## src/rtl/control_sequencer_if.sv

```systemverilog
// Control bundle between the Mini SRC control sequencer and the datapath:
// instruction/halt inputs plus every per-cycle strobe and the ALU function select.
interface control_sequencer_if;
    logic [31:0] IR;
    logic        stop;
    logic        PCout, MARin, IncPC, PCin;
    logic        Zin, Zlowout, Yin, Cout;
    logic        Read, Write, MDRin, MDRout, IRin;
    logic        Gra, Grb, Grc, Rin, Rout, BAout;
    logic [4:0]  alu_op;
    logic        run;

    modport master (
        input  IR, stop,
        output PCout, MARin, IncPC, PCin,
        output Zin, Zlowout, Yin, Cout,
        output Read, Write, MDRin, MDRout, IRin,
        output Gra, Grb, Grc, Rin, Rout, BAout,
        output alu_op, run
    );

    modport slave (
        output IR, stop,
        input  PCout, MARin, IncPC, PCin,
        input  Zin, Zlowout, Yin, Cout,
        input  Read, Write, MDRin, MDRout, IRin,
        input  Gra, Grb, Grc, Rin, Rout, BAout,
        input  alu_op, run
    );
endinterface

```

## src/rtl/control_sequencer.sv

```systemverilog
// Hardwired control-step sequencer for Mini SRC: fetch T0..T2, execute T3..T7,
// with strobes decoded combinationally from the state register and the opcode.
module control_sequencer #(
    parameter int OPW = 5
) (
    input  logic                clock,
    input  logic                reset,
    control_sequencer_if.master bus
);

    typedef enum logic [3:0] {
        RST_ST, T0, T1, T2, T3, T4, T5, T6, T7, HALT
    } state_t;

    localparam logic [4:0] ALU_ADD = 5'b00011;

    state_t           state_reg, state_next;
    logic [OPW-1:0]   op;
    logic             is_alu_r, is_alu_i, is_ld, is_ldi, is_st, is_halt, is_addr;

    assign op       = bus.IR[31 -: OPW];
    assign is_alu_r = (op >= OPW'(3))  && (op <= OPW'(11));
    assign is_alu_i = (op >= OPW'(12)) && (op <= OPW'(14));
    assign is_ld    = (op == OPW'(0));
    assign is_ldi   = (op == OPW'(1));
    assign is_st    = (op == OPW'(2));
    assign is_halt  = (op == OPW'(27));
    // ld, ldi and st share the base-plus-offset address computation in T3/T4.
    assign is_addr  = is_ld || is_ldi || is_st;

    always_ff @(posedge clock or posedge reset) begin
        if (reset) state_reg <= RST_ST;
        else       state_reg <= state_next;
    end

    always_comb begin
        state_next  = state_reg;
        bus.PCout   = 1'b0;
        bus.MARin   = 1'b0;
        bus.IncPC   = 1'b0;
        bus.PCin    = 1'b0;
        bus.Zin     = 1'b0;
        bus.Zlowout = 1'b0;
        bus.Yin     = 1'b0;
        bus.Cout    = 1'b0;
        bus.Read    = 1'b0;
        bus.Write   = 1'b0;
        bus.MDRin   = 1'b0;
        bus.MDRout  = 1'b0;
        bus.IRin    = 1'b0;
        bus.Gra     = 1'b0;
        bus.Grb     = 1'b0;
        bus.Grc     = 1'b0;
        bus.Rin     = 1'b0;
        bus.Rout    = 1'b0;
        bus.BAout   = 1'b0;
        bus.alu_op  = 5'b00000;
        bus.run     = (state_reg != RST_ST) && (state_reg != HALT);

        case (state_reg)
            RST_ST: state_next = T0;
            T0: begin
                bus.PCout  = 1'b1;
                bus.MARin  = 1'b1;
                bus.IncPC  = 1'b1;
                bus.Zin    = 1'b1;
                bus.alu_op = ALU_ADD;
                state_next = bus.stop ? HALT : T1;
            end
            T1: begin
                bus.Zlowout = 1'b1;
                bus.PCin    = 1'b1;
                bus.Read    = 1'b1;
                bus.MDRin   = 1'b1;
                state_next  = T2;
            end
            T2: begin
                bus.MDRout = 1'b1;
                bus.IRin   = 1'b1;
                state_next = T3;
            end
            T3: begin
                if (is_alu_r || is_alu_i) begin
                    bus.Grb    = 1'b1;
                    bus.Rout   = 1'b1;
                    bus.Yin    = 1'b1;
                    state_next = T4;
                end else if (is_addr) begin
                    bus.Grb    = 1'b1;
                    bus.BAout  = 1'b1;
                    bus.Yin    = 1'b1;
                    state_next = T4;
                end else if (is_halt) begin
                    state_next = HALT;
                end else begin
                    state_next = T0;
                end
            end
            T4: begin
                state_next = T5;
                if (is_alu_r) begin
                    bus.Grc    = 1'b1;
                    bus.Rout   = 1'b1;
                    bus.Zin    = 1'b1;
                    bus.alu_op = 5'(op);
                end else if (is_alu_i) begin
                    bus.Cout   = 1'b1;
                    bus.Zin    = 1'b1;
                    bus.alu_op = 5'(op);
                end else if (is_addr) begin
                    bus.Cout   = 1'b1;
                    bus.Zin    = 1'b1;
                    bus.alu_op = ALU_ADD;
                end else begin
                    state_next = T0;
                end
            end
            T5: begin
                state_next = T0;
                if (is_ld || is_st) begin
                    bus.Zlowout = 1'b1;
                    bus.MARin   = 1'b1;
                    state_next  = T6;
                end else if (is_alu_r || is_alu_i || is_ldi) begin
                    bus.Zlowout = 1'b1;
                    bus.Gra     = 1'b1;
                    bus.Rin     = 1'b1;
                end
            end
            T6: begin
                state_next = T7;
                if (is_ld) begin
                    bus.Read  = 1'b1;
                    bus.MDRin = 1'b1;
                end else if (is_st) begin
                    // Read stays low so MDR captures the register value from the bus.
                    bus.Gra   = 1'b1;
                    bus.Rout  = 1'b1;
                    bus.MDRin = 1'b1;
                end else begin
                    state_next = T0;
                end
            end
            T7: begin
                state_next = T0;
                if (is_ld) begin
                    bus.MDRout = 1'b1;
                    bus.Gra    = 1'b1;
                    bus.Rin    = 1'b1;
                end else if (is_st) begin
                    bus.Write  = 1'b1;
                end
            end
            HALT:    state_next = HALT;
            default: state_next = RST_ST;
        endcase
    end

endmodule
```

## src/flat_wrapper.sv

```systemverilog
// flat-port wrapper written by rule: the top's interface ports become plain ports
module control_sequencer_flat 
#(
    parameter int OPW = 5
)
  (clock, reset, bus_IR, bus_stop, bus_PCout, bus_MARin, bus_IncPC, bus_PCin, bus_Zin, bus_Zlowout, bus_Yin, bus_Cout, bus_Read, bus_Write, bus_MDRin, bus_MDRout, bus_IRin, bus_Gra, bus_Grb, bus_Grc, bus_Rin, bus_Rout, bus_BAout, bus_alu_op, bus_run);
  control_sequencer_if bus_i ();
  input  logic clock;
  input  logic reset;
  input wire logic [$bits(bus_i.IR)-1:0] bus_IR;
  input wire logic [$bits(bus_i.stop)-1:0] bus_stop;
  output wire logic [$bits(bus_i.PCout)-1:0] bus_PCout;
  output wire logic [$bits(bus_i.MARin)-1:0] bus_MARin;
  output wire logic [$bits(bus_i.IncPC)-1:0] bus_IncPC;
  output wire logic [$bits(bus_i.PCin)-1:0] bus_PCin;
  output wire logic [$bits(bus_i.Zin)-1:0] bus_Zin;
  output wire logic [$bits(bus_i.Zlowout)-1:0] bus_Zlowout;
  output wire logic [$bits(bus_i.Yin)-1:0] bus_Yin;
  output wire logic [$bits(bus_i.Cout)-1:0] bus_Cout;
  output wire logic [$bits(bus_i.Read)-1:0] bus_Read;
  output wire logic [$bits(bus_i.Write)-1:0] bus_Write;
  output wire logic [$bits(bus_i.MDRin)-1:0] bus_MDRin;
  output wire logic [$bits(bus_i.MDRout)-1:0] bus_MDRout;
  output wire logic [$bits(bus_i.IRin)-1:0] bus_IRin;
  output wire logic [$bits(bus_i.Gra)-1:0] bus_Gra;
  output wire logic [$bits(bus_i.Grb)-1:0] bus_Grb;
  output wire logic [$bits(bus_i.Grc)-1:0] bus_Grc;
  output wire logic [$bits(bus_i.Rin)-1:0] bus_Rin;
  output wire logic [$bits(bus_i.Rout)-1:0] bus_Rout;
  output wire logic [$bits(bus_i.BAout)-1:0] bus_BAout;
  output wire logic [$bits(bus_i.alu_op)-1:0] bus_alu_op;
  output wire logic [$bits(bus_i.run)-1:0] bus_run;
  assign bus_i.IR = bus_IR;
  assign bus_i.stop = bus_stop;
  assign bus_PCout = bus_i.PCout;
  assign bus_MARin = bus_i.MARin;
  assign bus_IncPC = bus_i.IncPC;
  assign bus_PCin = bus_i.PCin;
  assign bus_Zin = bus_i.Zin;
  assign bus_Zlowout = bus_i.Zlowout;
  assign bus_Yin = bus_i.Yin;
  assign bus_Cout = bus_i.Cout;
  assign bus_Read = bus_i.Read;
  assign bus_Write = bus_i.Write;
  assign bus_MDRin = bus_i.MDRin;
  assign bus_MDRout = bus_i.MDRout;
  assign bus_IRin = bus_i.IRin;
  assign bus_Gra = bus_i.Gra;
  assign bus_Grb = bus_i.Grb;
  assign bus_Grc = bus_i.Grc;
  assign bus_Rin = bus_i.Rin;
  assign bus_Rout = bus_i.Rout;
  assign bus_BAout = bus_i.BAout;
  assign bus_alu_op = bus_i.alu_op;
  assign bus_run = bus_i.run;
  control_sequencer #(.OPW(OPW)) u_core (.clock(clock), .reset(reset), .bus(bus_i));
endmodule
```

## config.mk

```make
export PLATFORM = sky130hd
export DESIGN_NAME = control_sequencer_flat
export DESIGN_NICKNAME = d
export VERILOG_FILES = /design/src/rtl/control_sequencer_if.sv /design/src/rtl/control_sequencer.sv /design/src/flat_wrapper.sv
export SDC_FILE = /design/constraint.sdc
export NUM_CORES = 1
export LEC_CHECK = 0
export BUFFER_PORTS_ARGS = -buffer_cell sky130_fd_sc_hd__buf_4
export CORE_MARGIN = 8
export CORE_UTILIZATION = 39
export CTS_CLUSTER_SIZE = 28
export DETAILED_ROUTE_END_ITERATION = 6
export GPL_TIMING_DRIVEN = 0
export PLACE_DENSITY = 0.84
export SYNTH_ARGS = -nofsm -noshare
export SYNTH_HDL_FRONTEND = slang
export SYNTH_SLANG_ARGS = --single-unit
```

## constraint.sdc

```tcl
create_clock -name clock -period 2.7 [get_ports clock]
set_clock_uncertainty 0.1 [all_clocks]
set_input_delay 0.27 -clock clock [delete_from_list [all_inputs] [get_ports clock]]
set_output_delay 0.27 -clock clock [all_outputs]
set_load 0.02 [all_outputs]
```

# [Word-level counts from Yosys, hierarchy flattened]
# Cells that the tools add are included.
[totals] register_bits=4 inputBits=35 output_inout_bits=25 elab_cells=78
[op_classes] magnitude_cmp=4 n_eq_ne=13 muxes=48 n_reduce_logical=12
[ops] cell="case mux 4 bit (9 select lines)" n=1
[ops] cell="two-way mux 4 bit" n=8
[ops] cell="two-way mux 1 bit" n=24
[ops] cell="== test 4 x 3 -> 1 bit (second input constant)" n=4
[ops] cell="case mux 1 bit (2 select lines)" n=7
[ops] cell="<= comparator 5 x 4 -> 1 bit (second input constant)" n=2
[ops] cell="two-way mux 5 bit" n=2
[ops] cell="case mux 5 bit (2 select lines)" n=1
[ops] cell="== test 4 x 2 -> 1 bit (second input constant)" n=2
[ops] cell="== test 4 bit (second input constant)" n=2
[ops] cell="two-way mux 3 bit" n=2
[ops] cell="case mux 1 bit (3 select lines)" n=2
[ops] cell="== test 5 x 1 -> 1 bit (second input constant)" n=1
[ops] cell="== test 5 x 2 -> 1 bit (second input constant)" n=1
[ops] cell="== test 5 bit (second input constant)" n=1
[ops] cell="greater-or-equal comparator 5 x 2 -> 1 bit (second input constant)" n=1
[ops] cell="greater-or-equal comparator 5 x 4 -> 1 bit (second input constant)" n=1
[ops] cell="logical NOT 5 bit" n=1
[ops] cell="logical OR 1 bit" n=5
[ops] cell="== test 4 x 1 -> 1 bit (second input constant)" n=1
[ops] cell="logical NOT 4 bit" n=1
[ops] cell="inequality test 4 bit (second input constant)" n=1
[ops] cell="nonzero test 4 bit" n=1
[ops] cell="logical AND 1 bit" n=3
[ops] cell="other kinds (2)" n=2

# [Logic depth before layout (Yosys ltp)]
# Gate-level depths: netlist of run 1.
[logic_depth] depth_word=7 mapped_depth=5 ltp_nobuf=3

# [Worst setup path before layout of run 1]
# No wires, ideal clock.
[synth_path] kind="reg2out" from="reg u_core.state_reg[0]" to="out bus_Write" t_arrival_ns=1.430 required_time_ns=2.330 slack_ns=0.900 stages_incl_launch_ff=5 path_buffers=1 path_cell_list="dfrtp_1 clkbuf_1 nor2_1 nand3_1 nor3b_1"
[synth_between] elab_chain_cells=2
[synth_rtl] item="start: declaration" line_no="control_sequencer.sv:17" source="state_t state_reg, state_next;"
[synth_rtl] item="start signal: assignment" line_no="control_sequencer.sv:33" source="else state_reg <= state_next;"
[synth_rtl] item="== test 4 bit" line_no="control_sequencer.sv:60" source="case (state_reg)"
[synth_rtl] item="two-way mux 1 bit" line_no="control_sequencer.sv:60"
[synth_rtl] item="end: declaration" line_no="flat_wrapper.sv:21" source="output wire logic [$bits(bus_i.Write)-1:0] bus_Write;"
# No other way between the ends.

# [Worst setup path in the final report of run 1]
[layout_path] from="reg u_core.state_reg[1]" to="out bus_Write"
# Same word-level chain as after synthesis.

==> results.json, run 1 <==
{
  "vdd_drop_max_mv": 0.6833,
  "grt_pass1_wl_um": 3463,
  "nets": 162,
  "r2r_setup_slack_ns": 1.28,
  "holdWs_ns": 0.2091,
  "die_h_um": 56.61,
  "setup_viol": 0,
  "largest_register_ffs": 4,
  "ctsHtreeMaxLevel": 1,
  "startpoint": "u_core.state_reg[1]",
  "path_buf_inv": 2,
  "clock-root-buffer": "clkbuf_4",
  "reg2reg_depth": 4,
  "clk_latency_ns": 0.23,
  "yosys.area.top_type": "dfrtp_1",
  "synth_edf_count": 0,
  "critical-path-max-stage-delay_ns": 0.41,
  "synth_seq_area_share_pct": 15.56,
  "cts_tree": "built",
  "drt_wl_total_um": 2071,
  "drtIter0Drc": 19,
  "tns_ns": 0,
  "place_area_um2": 888.4,
  "crit_path_top_delay_cell": "dfrtp_1",
  "yosysMostFrequentCell": "nand2_1",
  "std_cell_rows": 14,
  "cp_num_cells": 5,
  "first_global_vias": 769,
  "place_congestion": 0.8954,
  "cts_buffers": 3,
  "cp-endpoint": "bus_Write",
  "drc": 0,
  "multiInputGateArea_um2": 466.7,
  "rsz0062_at_grt": "false",
  "netlist-cell-type-count": 37,
  "synthTopCellsByCount": "9 x nand2_1, 7 x nor2_1, 7 x o21ai_1",
  "drv_cap": 0,
  "fp.coreArea_um2": 1524,
  "areaGrowthSynthToFinish_pct": 43.19,
  "cp_top_family": "simple AND/OR/NAND/NOR gates",
  "drive_gt1_share_pct": 36.00,
  "dp_cells": 137,
  "finalHoldViolations": 0,
  "maxSlewViolCount": 0,
  "synthArstFlopShare_pct": 100.0,
  "post_cts_buffers": 0,
  "clock-sinks": 4,
  "syn_inst": 91,
  "synth_nets": 126,
  "syn_area_um2": 643.1,
  "p_leak_nw": 0.4665,
  "dp_hpwl_um": 1629,
  "fillCellCount": 149,
  "critPathMaxFanout": 10,
  "postLayoutCoreUtil_pct": 60.43,
  "synth.area.top_cells": "dfrtp_1 16%, o21ai_1 5.4%, nand2_1 5.3%",
  "power.density_nw_per_um2": 996.0,
  "critPathKind": "flop to primary output",
  "period_needed_ns": 2.053,
  "vias": 804,
  "required_ns": 2.33,
  "fp.dieW_um": 56.61,
  "design_area_um2": 920.9,
  "ys_ff_latch": 4,
  "synth_top_cell_area_share_pct": 15.56,
  "cp-end-kind": "primary output",
  "detail_route.first_pass.iterations": 4,
  "finalPower_mw": 0.9172,
  "timing.rr.start": "u_core.state_reg[1]",
  "io_buffer_count": 30,
  "detail_route.wl_per_cell_um": 14.69,
  "max_freq_mhz": 487.1,
  "avgViaCountPerCell": 5.702,
  "status": "completed",
  "fin_cells": 141,
  "r2r_end": "u_core.state_reg[1]",
  "ys_warn_count": 0,
  "ios": 60,
  "setup.worst_path.start_class": "flop",
  "seq_area_um2": 100.1,
  "ant_nets": 0,
  "overflow": 0,
  "avgSynthCellArea_um2": 7.067,
  "antenna_found_initial": 0,
  "path_cells": "clkbuf_1 -> nor2_1 -> nand3_1 -> nor3b_1 -> buf_4",
  "initial_core_util_pct": 42.20,
  "hold_path.class": "primary input to flop",
  "final.setup.worst_slack_ns": 0.6470,
  "grt_use_total_pct": 12.60,
  "final.period_utilization_pct": 76.04,
  "num_antenna_cells": 0,
  "die_area_um2": 3205,
  "cp.arrival_ns": 1.68,
  "post-place-ws_ns": 0.9271,
  "clkSlewWorstSetupHoldPaths_ns": 0.04,
  "grt_max_degree": 11,
  "cts_buffer_depth": 2,
  "synthFlopType": "dfrtp_1"
}
how the worst min path moves through the flow:
stage | startpoint | depth (start not counted) | slack [ns] | end
6_report | bus_stop | 2 | 0.21 | u_core.state_reg[1]
5_1_grt | bus_stop | 2 | 0.23 | u_core.state_reg[1]
4_1_cts | bus_stop | 2 | 0.21 | u_core.state_reg[1]
3_5_place_dp | reset | 2 | 0.07 | u_core.state_reg[0]
3_3_place_gp | reset | 2 | 0.06 | u_core.state_reg[3]
2_1_floorplan | reset | 1 | -0.06 | u_core.state_reg[0]
worst register-to-register path, cell delays in order (launching register included):
cell	delay (ns)
dfrtp_1	0.39
clkbuf_1	0.35
inv_1	0.11
nand3_1	0.19
o2111ai_1	0.13
logic make-up (layout without fill, tap and decap cells):
family	count (synthesis)	count (layout)	share of synthesized area (%)
and+or+nand+nor	48	48	46.30
AOI/OAI and AO/OA	20	20	22.96
buffers and inverters	16	50	11.87
DFF	4	4	15.56
xor gates and xnor gates	2	2	2.724
other	1	1	0.5831
what timing repair did:
action / 4_1_cts / 5_1_grt
endpoints found under the hold margin: 4 / 0
hold buffers: 1 / 0
resized for setup: 0 / 0
cells in the final DEF (no fill, tap or decap), types with 2 or more instances in the layout:
master,netlist,layout
nand3_1,5,5
o21ai_1,7,7
dfrtp_1,4,4
nand2b_1,2,2
nor3b_1,2,2
nand2_1,9,9
nor2b_1,2,2
nand4b_1,3,3
nand3b_1,3,3
clkbuf_1,4,4
clkbuf_4,0,3
and3_1,3,3
inv_1,5,5
nand4_1,2,2
xor2_1,2,2
nor2_1,7,7
and2_1,3,3
a21oi_1,2,2
buf_4,3,33
o211ai_1,2,2
buf_2,4,4
layout make-up:
| class | instances | share of cell area (%) |
|---|---|---|
| inverter | 5 | 2.038 |
| multi-input combinational | 71 | 50.68 |
| buffer | 11 | 6.250 |
| tap | 16 | 2.174 |
| sequential | 4 | 10.87 |
| clock buffer | 3 | 2.446 |
| timing repair buffer | 31 | 25.54 |
where the power goes:
part / switching (mW) / internal (mW)
Combinational: 0.426 / 0.304
Clock: 0.0234 / 0.0496
Sequential: 0.0250 / 0.0886
Total: 0.475 / 0.442
routing by layer:
| metal | GRT usage (%) | vias to the layer above | part of all wire, % |
|---|---|---|---|
| met1 | 15.18 | 377 | 43 |
| met3 | 3.596 | 0 | 6.4 |
| met5 | 0 | - | 0 |
| met2 | 21.16 | 28 | 51 |
| met4 | 3.093 | 0 | 0 |
| li1 | - | 399 | - |
Note: power is estimated with default switching activity, not from simulation.
==> run 2: changes to the inputs <==
--- a/config.mk
+++ b/config.mk
@@ -7,11 +7,11 @@
 export LEC_CHECK = 0
 export BUFFER_PORTS_ARGS = -buffer_cell sky130_fd_sc_hd__buf_4
 export CORE_MARGIN = 8
-export CORE_UTILIZATION = 39
+export CORE_UTILIZATION = 33
 export CTS_CLUSTER_SIZE = 28
 export DETAILED_ROUTE_END_ITERATION = 6
 export GPL_TIMING_DRIVEN = 0
-export PLACE_DENSITY = 0.84
+export PLACE_DENSITY = 0.76
 export SYNTH_ARGS = -nofsm -noshare
 export SYNTH_HDL_FRONTEND = slang
 export SYNTH_SLANG_ARGS = --single-unit
==> constraint.sdc (replaced) <==
create_clock -name clock -period 1.66 [get_ports clock]
set_clock_uncertainty 0.1 [all_clocks]
set_input_delay 0.166 -clock clock [delete_from_list [all_inputs] [get_ports clock]]
set_output_delay 0.166 -clock clock [all_outputs]
set_load 0.02 [all_outputs]
==> run 2 against run 1 <==
The run now ends with negative setup slack left. Register-to-register slack lost 1.1 ns. Largest cell class unchanged. First-iteration DRC count grew 68%. Clock-buffer cell count is the same. Flip-flop and latch count is the same. Cell count grew 16%. Critical path depth is the same. Global-route usage grew 1.4 points. Critical endpoint is now bus_alu_op[0]. Highest routed layer is now met4.
==> results.json, run 2 (synthesized netlist as in run 1, its figures left out) <==
{
  "cts_buffer_depth": 2,
  "largest_register_ffs": 4,
  "final.period_utilization_pct": 106.0,
  "place_congestion": 0.9367,
  "clock-root-buffer": "clkbuf_4",
  "fp.coreArea_um2": 1902,
  "max_freq_mhz": 568.2,
  "clk_latency_ns": 0.23,
  "drc": 0,
  "dp_cells": 148,
  "nets": 174,
  "critPathKind": "flop to primary output",
  "final_cell_mix": "37 x buf_4, 12 x buf_6, 7 x nand2_1, 5 x nor2_1, 5 x o21ai_1",
  "fin_cells": 164,
  "cts_tree": "built",
  "required_ns": 1.39,
  "overflow": 0,
  "vdd_drop_max_mv": 0.9661,
  "power_frac_seq_pct": 10.0,
  "violations": "negative setup slack",
  "vias": 910,
  "cts_buffers": 3,
  "drv_cap": 0,
  "mostFrequentLayoutCell": "buf_4",
  "grt_use_total_pct": 14.00,
  "hold_path_depth": 2,
  "areaGrowthSynthToFinish_pct": 81.71,
  "p_int_mw": 1.054,
  "p_leak_nw": 0.5721,
  "die_area_um2": 3617,
  "final.setup.worst_slack_ns": -0.1001,
  "drtIter0Drc": 32,
  "finalHoldViolations": 0,
  "clock_power_share_pct": 5.8,
  "power.density_nw_per_um2": 1736,
  "p_comb_share_pct": 84.2,
  "clkSlewWorstSetupHoldPaths_ns": 0.04,
  "reg2reg_depth": 6,
  "avgViaCountPerCell": 5.549,
  "maxSlewViolCount": 0,
  "fillCellCount": 163,
  "clock-sinks": 4,
  "dp_hpwl_um": 1684,
  "setup.worst_path.start_class": "flop",
  "multiInputGateArea_um2": 540.5,
  "switching_share_pct": 48.05,
  "num_antenna_cells": 0,
  "initial_core_util_pct": 33.82,
  "detail_route.wl_per_cell_um": 16.01,
  "power.switching_mw": 0.9745,
  "ctsHtreeMaxLevel": 1,
  "status": "complete, but fails checks",
  "detail_route.first_pass.iterations": 4,
  "io_buffer_count": 30,
  "hold_path.class": "primary input to flop",
  "die_h_um": 60.15,
  "rsz0062_at_grt": "true",
  "grt_max_degree": 11,
  "period_needed_ns": 1.760,
  "drt_wl_total_um": 2626,
  "first_global_vias": 854,
  "cp-end-kind": "primary output",
  "cp.arrival_ns": 1.49,
  "setup_viol": 16,
  "ant_nets": 0,
  "grt_pass1_wl_um": 3933,
  "antenna_found_initial": 0,
  "drive_gt1_share_pct": 54.01,
  "fp.dieW_um": 60.15,
  "std_cell_rows": 16,
  "ios": 60,
  "seq_area_um2": 101.3,
  "post-place-ws_ns": -0.04394,
  "critPathMaxFanout": 5
}
-- run 2: changes by cell type in the layout (fill, tap and decap cells not counted), moves of 2 or more --
cell | previous run | this run
nor2_4 | 0 | 2
nor3b_2 | 0 | 2
buf_6 | 0 | 12
buf_2 | 4 | 2
o21ai_2 | 0 | 2
nor3b_1 | 2 | 0
clkbuf_1 | 4 | 1
buf_4 | 33 | 37
o21ai_1 | 7 | 5
nand2_1 | 9 | 7
nor2_1 | 7 | 5
-- run 2: metal layers --
| metal | track usage [%] | wire length, µm |
|---|---|---|
| met5 | 0 | 0 |
| met4 | 8.503 | 57 |
| met3 | 3.871 | 204 |
| met2 | 23.32 | 1311 |
| met1 | 15.22 | 1052 |
-- run 2: final timing paths --
path | from | to | slack [ns]
min | bus_stop | u_core.state_reg[1] | 0.14
min in group asynchronous | reset | u_core.state_reg[3] | 0.27
max reg2reg | u_core.state_reg[3] | u_core.state_reg[1] | 0.16
min reg2reg | u_core.state_reg[3] | u_core.state_reg[2] | 0.53
max | u_core.state_reg[1] | bus_alu_op[0] | -0.10
max in group asynchronous | reset | u_core.state_reg[1] | 1.03
-- run 2: layout make-up --
cell class              instances  area share [%]
multi-input cells              71           46.25
repair buffers                 43           30.73
flip-flops and latches          4           8.672
plain buffers                  11           7.923
well taps                      27           2.891
clock buffers                   3           1.927
inverters                       5           1.606
-- run 2: power by group through the flow --
stage | logic [mW] | registers, mW | clock network (mW)
3_5_place_dp | 1.20 | 0.186 | 0
6_report | 1.71 | 0.202 | 0.118
4_1_cts | 1.43 | 0.190 | 0.122
3_3_place_gp | 1.19 | 0.182 | 0
2_1_floorplan | 0.775 | 0.172 | 0
5_1_grt | 1.80 | 0.207 | 0.131
-- run 2: worst max-delay path: stages, from the launching register on --
cell,delay (ns)
dfrtp_2,0.42
and4bb_4,0.35
buf_6,0.11
nand2_4,0.06
o21ai_2,0.17
buf_6,0.14
-- run 2: repair_timing --
action | in CTS | in global routing
buffers inserted | 5 | 7
setup endpoints to repair | 22 | 23
resized for setup | 22 | 20
pin swaps | 7 | 8
endpoints found under the hold margin | 4 | 0
hold buffers | 1 | 0
-- run 2: per-stage QoR --
| stage | area [µm²] | util [%] | hold WS [ns] | TNS, ns | power [mW] |
|---|---|---|---|---|---|
| after floorplan | 653.1 | - | -0.1679 | 0 | 0.9470 |
| after global placement | 912.1 | 47.96 | -0.04661 | -0.002981 | 1.370 |
| after detailed placement | 912.1 | 47.96 | -0.04003 | -0.07299 | 1.384 |
| after CTS | 1057 | 55.59 | 0.1313 | -0.8267 | 1.743 |
| after global routing | 1169 | 61.45 | 0.1240 | -2.288 | 2.142 |
| final | 1169 | 61.45 | 0.1390 | -0.9935 | 2.028 |
